<file path="config.mk">
export PLATFORM = sky130hd
export DESIGN_NAME = gshare_predictor_param
export DESIGN_NICKNAME = d
export VERILOG_FILES = /design/src/rtl/gshare_predictor_param.sv
export SDC_FILE = /design/constraint.sdc
export NUM_CORES = 1
export LEC_CHECK = 0
export CORE_MARGIN = 1
export CORE_UTILIZATION = 40
export DETAILED_ROUTE_END_ITERATION = 10
export PLACE_DENSITY = 0.57
export SETUP_SLACK_MARGIN = 0.1
export SLEW_MARGIN = 0
export SYNTH_ARGS = -nofsm -noshare
export SYNTH_HDL_FRONTEND = slang
export SYNTH_SLANG_ARGS = --single-unit
</file>
<file path="constraint.sdc">
create_clock -name clk -period 11.94 [get_ports clk]
set_input_delay 1.194 -clock clk [delete_from_list [all_inputs] [get_ports clk]]
set_output_delay 1.194 -clock clk [all_outputs]
set_load 0.005 [all_outputs]
</file>
<file path="src/rtl/gshare_predictor_param.sv">
// Parameterised gshare direction predictor: speculative global history with mispredict recovery,
// sequential PHT init sweep. Optional macros: PERF_CNT_EN (perf counters), LOOKUP_BYPASS_EN.
module gshare_predictor_param #(
    parameter int INDEX_BITS = 8,
    parameter int GHR_BITS   = 8,
    parameter int CTR_BITS   = 2,
    parameter int CTR_INIT   = 2**(CTR_BITS-1)-1,
    parameter int PERF_BITS  = 32
) (
    input  logic                 clk,
    input  logic                 rst,
    output logic                 ready,
    input  logic [31:0]          pc,
    input  logic                 predict_req,
    output logic                 prediction,
    output logic                 prediction_valid,
    output logic [GHR_BITS-1:0]  pred_ghr,
    input  logic                 update_valid,
    input  logic [31:0]          update_pc,
    input  logic [GHR_BITS-1:0]  update_ghr,
    input  logic                 update_taken,
    input  logic                 update_correct,
    output logic [PERF_BITS-1:0] perf_lookups,
    output logic [PERF_BITS-1:0] perf_mispredicts
);

    localparam int ENTRIES = 1 << INDEX_BITS;
    localparam logic [CTR_BITS-1:0] CTR_MAX = '1;
    localparam logic [CTR_BITS-1:0] CTR_ONE = CTR_BITS'(1);
    localparam logic [CTR_BITS-1:0] CTR_RST = CTR_BITS'(CTR_INIT);

    typedef enum logic {ST_INIT, ST_RUN} state_t;

    state_t                state_reg, state_next;
    logic [INDEX_BITS-1:0] init_ptr_reg;
    logic                  ready_reg;
    logic [GHR_BITS-1:0]   spec_ghr_reg, spec_ghr_next;
    logic                  prediction_reg, prediction_valid_reg;
    logic [GHR_BITS-1:0]   pred_ghr_reg;

    logic [CTR_BITS-1:0]   pht [ENTRIES];

    logic                  running, lookup_en, update_en, recover_en;
    logic [INDEX_BITS-1:0] lookup_idx, update_idx;
    logic [CTR_BITS-1:0]   lookup_ctr, update_ctr, ctr_new;
    logic                  lookup_taken;
    logic [GHR_BITS-1:0]   lookup_shift, recover_val;
    logic                  pht_we;
    logic [INDEX_BITS-1:0] pht_waddr;
    logic [CTR_BITS-1:0]   pht_wdata;

    always_comb begin
        running    = (state_reg == ST_RUN);
        lookup_en  = running && predict_req;
        update_en  = running && update_valid;
        recover_en = update_en && !update_correct;
        lookup_idx = pc[INDEX_BITS+1:2] ^ INDEX_BITS'(spec_ghr_reg);
        update_idx = update_pc[INDEX_BITS+1:2] ^ INDEX_BITS'(update_ghr);

        update_ctr = pht[update_idx];
        ctr_new    = update_ctr;
        if (update_taken) begin
            if (update_ctr != CTR_MAX)
                ctr_new = update_ctr + CTR_ONE;
        end else begin
            if (update_ctr != '0)
                ctr_new = update_ctr - CTR_ONE;
        end

        lookup_ctr = pht[lookup_idx];
`ifdef LOOKUP_BYPASS_EN
        if (update_en && (update_idx == lookup_idx))
            lookup_ctr = ctr_new;
`endif
        lookup_taken = lookup_ctr[CTR_BITS-1];
    end

    // A one-bit history has no older bits to keep, so it is simply replaced.
    generate
        if (GHR_BITS == 1) begin : g_ghr_one
            assign lookup_shift = lookup_taken;
            assign recover_val  = update_taken;
        end else begin : g_ghr_multi
            assign lookup_shift = {spec_ghr_reg[GHR_BITS-2:0], lookup_taken};
            assign recover_val  = {update_ghr[GHR_BITS-2:0], update_taken};
        end
    endgenerate

    always_comb begin
        spec_ghr_next = spec_ghr_reg;
        if (recover_en)
            spec_ghr_next = recover_val;
        else if (lookup_en)
            spec_ghr_next = lookup_shift;
    end

    always_comb begin
        state_next = state_reg;
        if (state_reg == ST_INIT && (&init_ptr_reg))
            state_next = ST_RUN;
    end

    // The sweep owns the single write port until RUN; afterwards only updates write.
    always_comb begin
        pht_we    = 1'b0;
        pht_waddr = update_idx;
        pht_wdata = ctr_new;
        if (state_reg == ST_INIT) begin
            pht_we    = 1'b1;
            pht_waddr = init_ptr_reg;
            pht_wdata = CTR_RST;
        end else if (update_en) begin
            pht_we = 1'b1;
        end
    end

    always_ff @(posedge clk) begin
        if (pht_we)
            pht[pht_waddr] <= pht_wdata;
    end

    always_ff @(posedge clk or posedge rst) begin
        if (rst) begin
            state_reg            <= ST_INIT;
            init_ptr_reg         <= '0;
            ready_reg            <= 1'b0;
            spec_ghr_reg         <= '0;
            prediction_reg       <= 1'b0;
            prediction_valid_reg <= 1'b0;
            pred_ghr_reg         <= '0;
        end else begin
            state_reg            <= state_next;
            ready_reg            <= (state_next == ST_RUN);
            spec_ghr_reg         <= spec_ghr_next;
            prediction_valid_reg <= lookup_en;
            if (state_reg == ST_INIT)
                init_ptr_reg <= init_ptr_reg + 1'b1;
            if (lookup_en) begin
                prediction_reg <= lookup_taken;
                pred_ghr_reg   <= spec_ghr_reg;
            end
        end
    end

    assign ready            = ready_reg;
    assign prediction       = prediction_reg;
    assign prediction_valid = prediction_valid_reg;
    assign pred_ghr         = pred_ghr_reg;

`ifdef PERF_CNT_EN
    logic [PERF_BITS-1:0] perf_lookups_reg, perf_mispredicts_reg;

    always_ff @(posedge clk or posedge rst) begin
        if (rst) begin
            perf_lookups_reg     <= '0;
            perf_mispredicts_reg <= '0;
        end else begin
            if (lookup_en && !(&perf_lookups_reg))
                perf_lookups_reg <= perf_lookups_reg + 1'b1;
            if (recover_en && !(&perf_mispredicts_reg))
                perf_mispredicts_reg <= perf_mispredicts_reg + 1'b1;
        end
    end

    assign perf_lookups     = perf_lookups_reg;
    assign perf_mispredicts = perf_mispredicts_reg;
`else
    assign perf_lookups     = '0;
    assign perf_mispredicts = '0;
`endif

    // Only the index field of each PC participates in hashing.
    logic unused_pc_bits;
    assign unused_pc_bits = ^{pc[31:INDEX_BITS+2], pc[1:0],
                              update_pc[31:INDEX_BITS+2], update_pc[1:0]};

endmodule

</file>
Yosys cells after proc, flatten, opt, wreduce, memory -nomap -nowiden. Memories as Yosys holds them, arrays and structs flattened. Cells that the tools add are included. W data, S select, Z words.

Input bits: 78. Memories kept: 1. Word-level logic and storage cells: 33. Output and inout port bits: 75. Register bits after elaboration: 27. Memory bits (writable): 512.

Eq/ne operators: 1. Add/subtract/negate cells: 3. Reductions and logical operators: 8. Mux-type cells: 11. Bitwise operators: 3.

Memories: pht (words 256, width 2, read ports 2, clocked after Yosys merged registers in 0, write ports 1, RTL line 41) `logic [CTR_BITS-1:0] pht [ENTRIES];`.

Operators by type and width (count): $mux W8 (3); $xor A8 B8 Y8 (2); $add A8 B1 Y8 const B (1); $mux W2 (4); $reduce_and A8 Y1 (1); $logic_and A1 B1 Y1 (4); $mux W1 (4); $reduce_bool A2 Y1 (2); $add A2 B1 Y2 const B (1); $ne A2 B2 Y1 const B (1); $sub A2 B1 Y2 const B (1); $logic_not A1 Y1 (1); $not A1 Y1 (1).

Depth between registers and ports, before layout. An unclocked memory read counts as a cell.

Depth in word-level cells: 6. Gate-level depth with buffers: 11. Mapped depth without buffers: 8.

Worst setup path after synthesis. Ideal clock, no wire load.

Path kind: input to register. From: input update_pc[3]. To: memory pht[0][1] (data pin). Setup time: 1.533 ns. Data required time: 10.407 ns. Arrival: 9.609 ns. Path buffers: 2. Path slack: 0.799 ns. Cell stages on the path: 9. Path through: xor2_2 -> buf_2 -> buf_4 -> mux4_2 -> o22ai_1 -> or4_1 -> a22oi_1 -> nand2_1 -> o211ai_1.

Word-level cells in the longest chain between the ends: 6.

RTL lines: from (decl) (RTL line 19) `input logic [31:0] update_pc,`; $xor A8 B8 Y8 (*) (RTL line 58) `update_idx = update_pc[INDEX_BITS+1:2] ^ INDEX_BITS'(update_ghr);`; $mem_v2 Z256 W2 (*); $sub A2 B1 Y2, or another cell as far along (RTL line 67) `ctr_new = update_ctr - CTR_ONE;`; $mux W2 (on tied branches) (RTL line 66, 63); $mux W2 (*) (RTL line 62) `if (update_taken) begin`; $mux W2 (*) (RTL line 108) `if (state_reg == ST_INIT) begin`; via pht_wdata[1] (RTL line 50) `logic [CTR_BITS-1:0] pht_wdata;`; to (decl) (RTL line 41).

Mark *: on every way through the listed nets, which the timed path passes. The rest lies on a longest branch.

Worst setup path after layout.
From: input update_ghr[0]. To: memory pht[173][0] (data pin).

Word-level cells in the longest chain between the ends: 6.

RTL lines: from (decl) (RTL line 20) `input logic [GHR_BITS-1:0] update_ghr,`; $xor A8 B8 Y8 (*) (RTL line 58); $mem_v2 Z256 W2 (*); $sub A2 B1 Y2, or another cell as far along (RTL line 67); $mux W2 (on tied branches) (RTL line 66, 63); $mux W2 (*) (RTL line 62); $mux W2 (*) (RTL line 108); via pht_wdata[0] (RTL line 50).

Marks and branches as above.

==> results.yml <==
run_status:
  outcome: "completed"
detailed_routing:
  vias: 14540
  first_pass_iters: 5
  vias_per_cell: 5.99
  wl_um: 68600
  wl_per_cell_um: 28.2
  postRouteAntennaNets: 0
  drc: 0
  drtIter0Drc: 1825
worst_setup_path:
  cp_data_arrival_time_ns: 6.73
  critPathBufInv: 5
  critPathMaxStageDelay_ns: 0.73
  crit_start: "update_ghr[0]"
  crit_path_end_kind: "flip-flop"
  r2r-start: "ready$_DFFE_PP0P_"
  crit_fanout: 86
  cp_cell_sequence: "clkdlybuf4s50_1 -> xor2_4 -> buf_4 -> buf_12 -> mux4_2 -> a22oi_1 -> a21oi_1 -> a2111oi_0 -> a22oi_1 -> and3_1 -> a211oi_4 -> buf_4 -> buf_4"
  cpLargestDelayFamily: "buffers and inverters"
  crit_path_top_delay_cell: "buf_4"
  timing.critical_path.mode_cell: "buf_4"
  required_ns: 12.24
  critical_path_class: "input port to flip-flop"
  critPathLaunchType: "input port"
sta:
  hold-worst-slack_ns: 0.476
  worst_slew_pin_slew_ns: 1.30
  period_share_pct: 53.8
  relSlewSlack_pct: 12.6
  post-route-min-period_ns: 6.43
  rsz0062_at_grt: "no"
  final-max-slew-violation-count: 0
  max_freq_ghz: 0.156
  hold_viol: 0
  fin_skew_ns: 0.0196
  finalSetupViolCount: 0
  tns_ns: 0
pwr:
  ir_drop_v: 0.0000976
  leakage_uw: 0.00863
  power_density_nw_per_um2: 152
clocking:
  cts_setup_buffers: 0
  cts_buffer_depth: 3
  clk_latency_ns: 0.62
  cts_tree: "done"
  clkSlewWorstSetupHoldPaths_ns: 0.06
  ctsHoldBuffers: 0
  numCtsBuffers: 56
  cts_root_buffer: "clkbuf_16"
  ctsHtreeMaxLevel: 2
  cts_resized: 0
  cts_sinks: 539
layout:
  area_growth_pct: 12.5
  utilization_pct: 45.9
  antennaDiodeCount: 0
  final_nets: 1678
  regMostFlops: "pht"
  drive_gt1_share_pct: 21.7
  largest_reg_flops: 512
global_route:
  antenna_found_initial: 0
  overflow: 0
  grt_max_degree: 119
  first_global_vias: 14337
  gr-usage-all-layers_pct: 21.9
  grt_pass1_wl_um: 99100
yosys:
  yosys-top-cells-area: "edfxtp_1, mux4_2, nor2_1, dfrtp_1, buf_4"
  ys.warnings.count: 0
  dominantRegCellSynth: "edfxtp_1"
  synth-seq-cells: 539
  netlist_instances: 1554
  yosysTopAreaCellShare_pct: 61.9
  yosysUniqueCellTypes: 56
  seq_area_frac_synth_pct: 64.7
  avgSynthCellArea_um2: 16.0
  netlist_area_um2: 24800
  synth-async-reset-ratio_pct: 5.01
  synth_edf_count: 512
  synth.largest_area_cell: "edfxtp_1"
placement:
  io_buffers: 40
  dpl.hpwl_um: 41800
  place_congestion: 0.873
floorplanning:
  initial_core_util_pct: 40.8
  core.rowCount: 90
  pin_count: 153
  fp.dieArea_um2: 63100
  die_y_um: 251
  core_area_um2: 60800
  die_width_um: 251
min_path:
  min_from: "pred_ghr[6]$_DFFE_PP0P_"
  holdCritPathClass: "flip-flop to flip-flop"
flow_run:
  drv_cap: 0
## cell usage in the layout (no fill, tap or decap), drive strengths merged, types with 15 or more instances in the layout
cell	n
a22oi	30
nor2	300
conb	64
clkdlybuf4s50	40
dfrtp	27
xor2	16
mux4	202
a21oi	27
nand3	17
clkinv	15
buf	42
clkbuf	72
edfxtp	512
xnor2	16
nand2	132
## layer usage
metal	track usage (%)	vias to the layer above	part of all wire [%]
met3	3.18	115	8.9
met5	0	-	0
met2	34.2	769	47
met4	7.23	0	2.9
met1	31.8	7601	42
li1	-	6055	-
## cell usage after synthesis (16+ instances only)
library cell    n
buf_4          79
nand2_1       132
mux4_2        200
edfxtp_1      512
buf_2          17
a21oi_1        27
nor2_1        300
xnor2_1        16
nand3_1        17
a22oi_1        30
dfrtp_1        27
clkbuf_1       53
## area by class of cell
class / count / area (µm²)
Inverter: 4 / 15.0
Clock inverter: 32 / 450
Clock buffer: 72 / 1520
Sequential cell: 539 / 16100
Tap cell: 782 / 978
Multi-Input combinational cell: 916 / 8160
Timing Repair Buffer: 82 / 741
Fill cell: 5159 / 32900
## per-stage QoR
| step | power, µW | area (µm²) | std cells | setup slack [ns] |
|---|---|---|---|---|
| 2_1_floorplan | 2300 | 25100 | 1617 | 0.799 |
| 3_3_place_gp | 2400 | 25900 | 2323 | 4.83 |
| 3_5_place_dp | 2400 | 25900 | 2323 | 4.74 |
| 4_1_cts | 4260 | 27900 | 2427 | 5.37 |
| 5_1_grt | 4340 | 27900 | 2427 | 5.13 |
| 6_report | 4230 | 27900 | 2427 | 5.51 |
## logic make-up after synthesis
family,count (synthesis),share of synthesized area (%)
other cells,1,0.0151
mux,213,18.8
fa+ha+maj,1,0.0504
flops,539,64.7
buf+inv,162,3.94
xor+xnor,32,1.27
simple gates,488,7.87
compound gates,118,3.38
## worst min-delay path: stages (launching register included)
cell     delay [ns]
dfrtp_1        0.34
nand2_1        0.05
nand2_1        0.06
## worst paths after layout
kind / endpoint / slack (ns) / cells after the start
worst max-delay path: pht[173][0]$_DFFE_PP_ / 5.51 / 13
worst min-delay path: pred_ghr[6]$_DFFE_PP0P_ / 0.48 / 2
worst max register to register: pht[166][1]$_DFFE_PP_ / 7.50 / 6
worst min register to register: pred_ghr[6]$_DFFE_PP0P_ / 0.48 / 2
max in group asynchronous: spec_ghr_reg[0]$_DFFE_PP0P_ / 10.05 / 2
min in group asynchronous: pred_ghr[5]$_DFFE_PP0P_ / 1.20 / 2
## where the power goes
part           leakage [µW]  switching [µW]  internal (µW)
Sequential          0.00482               0           2040
Combinational       0.00285             196            127
Clock              0.000952             737           1140
Note: power is estimated with default switching activity, not from simulation.
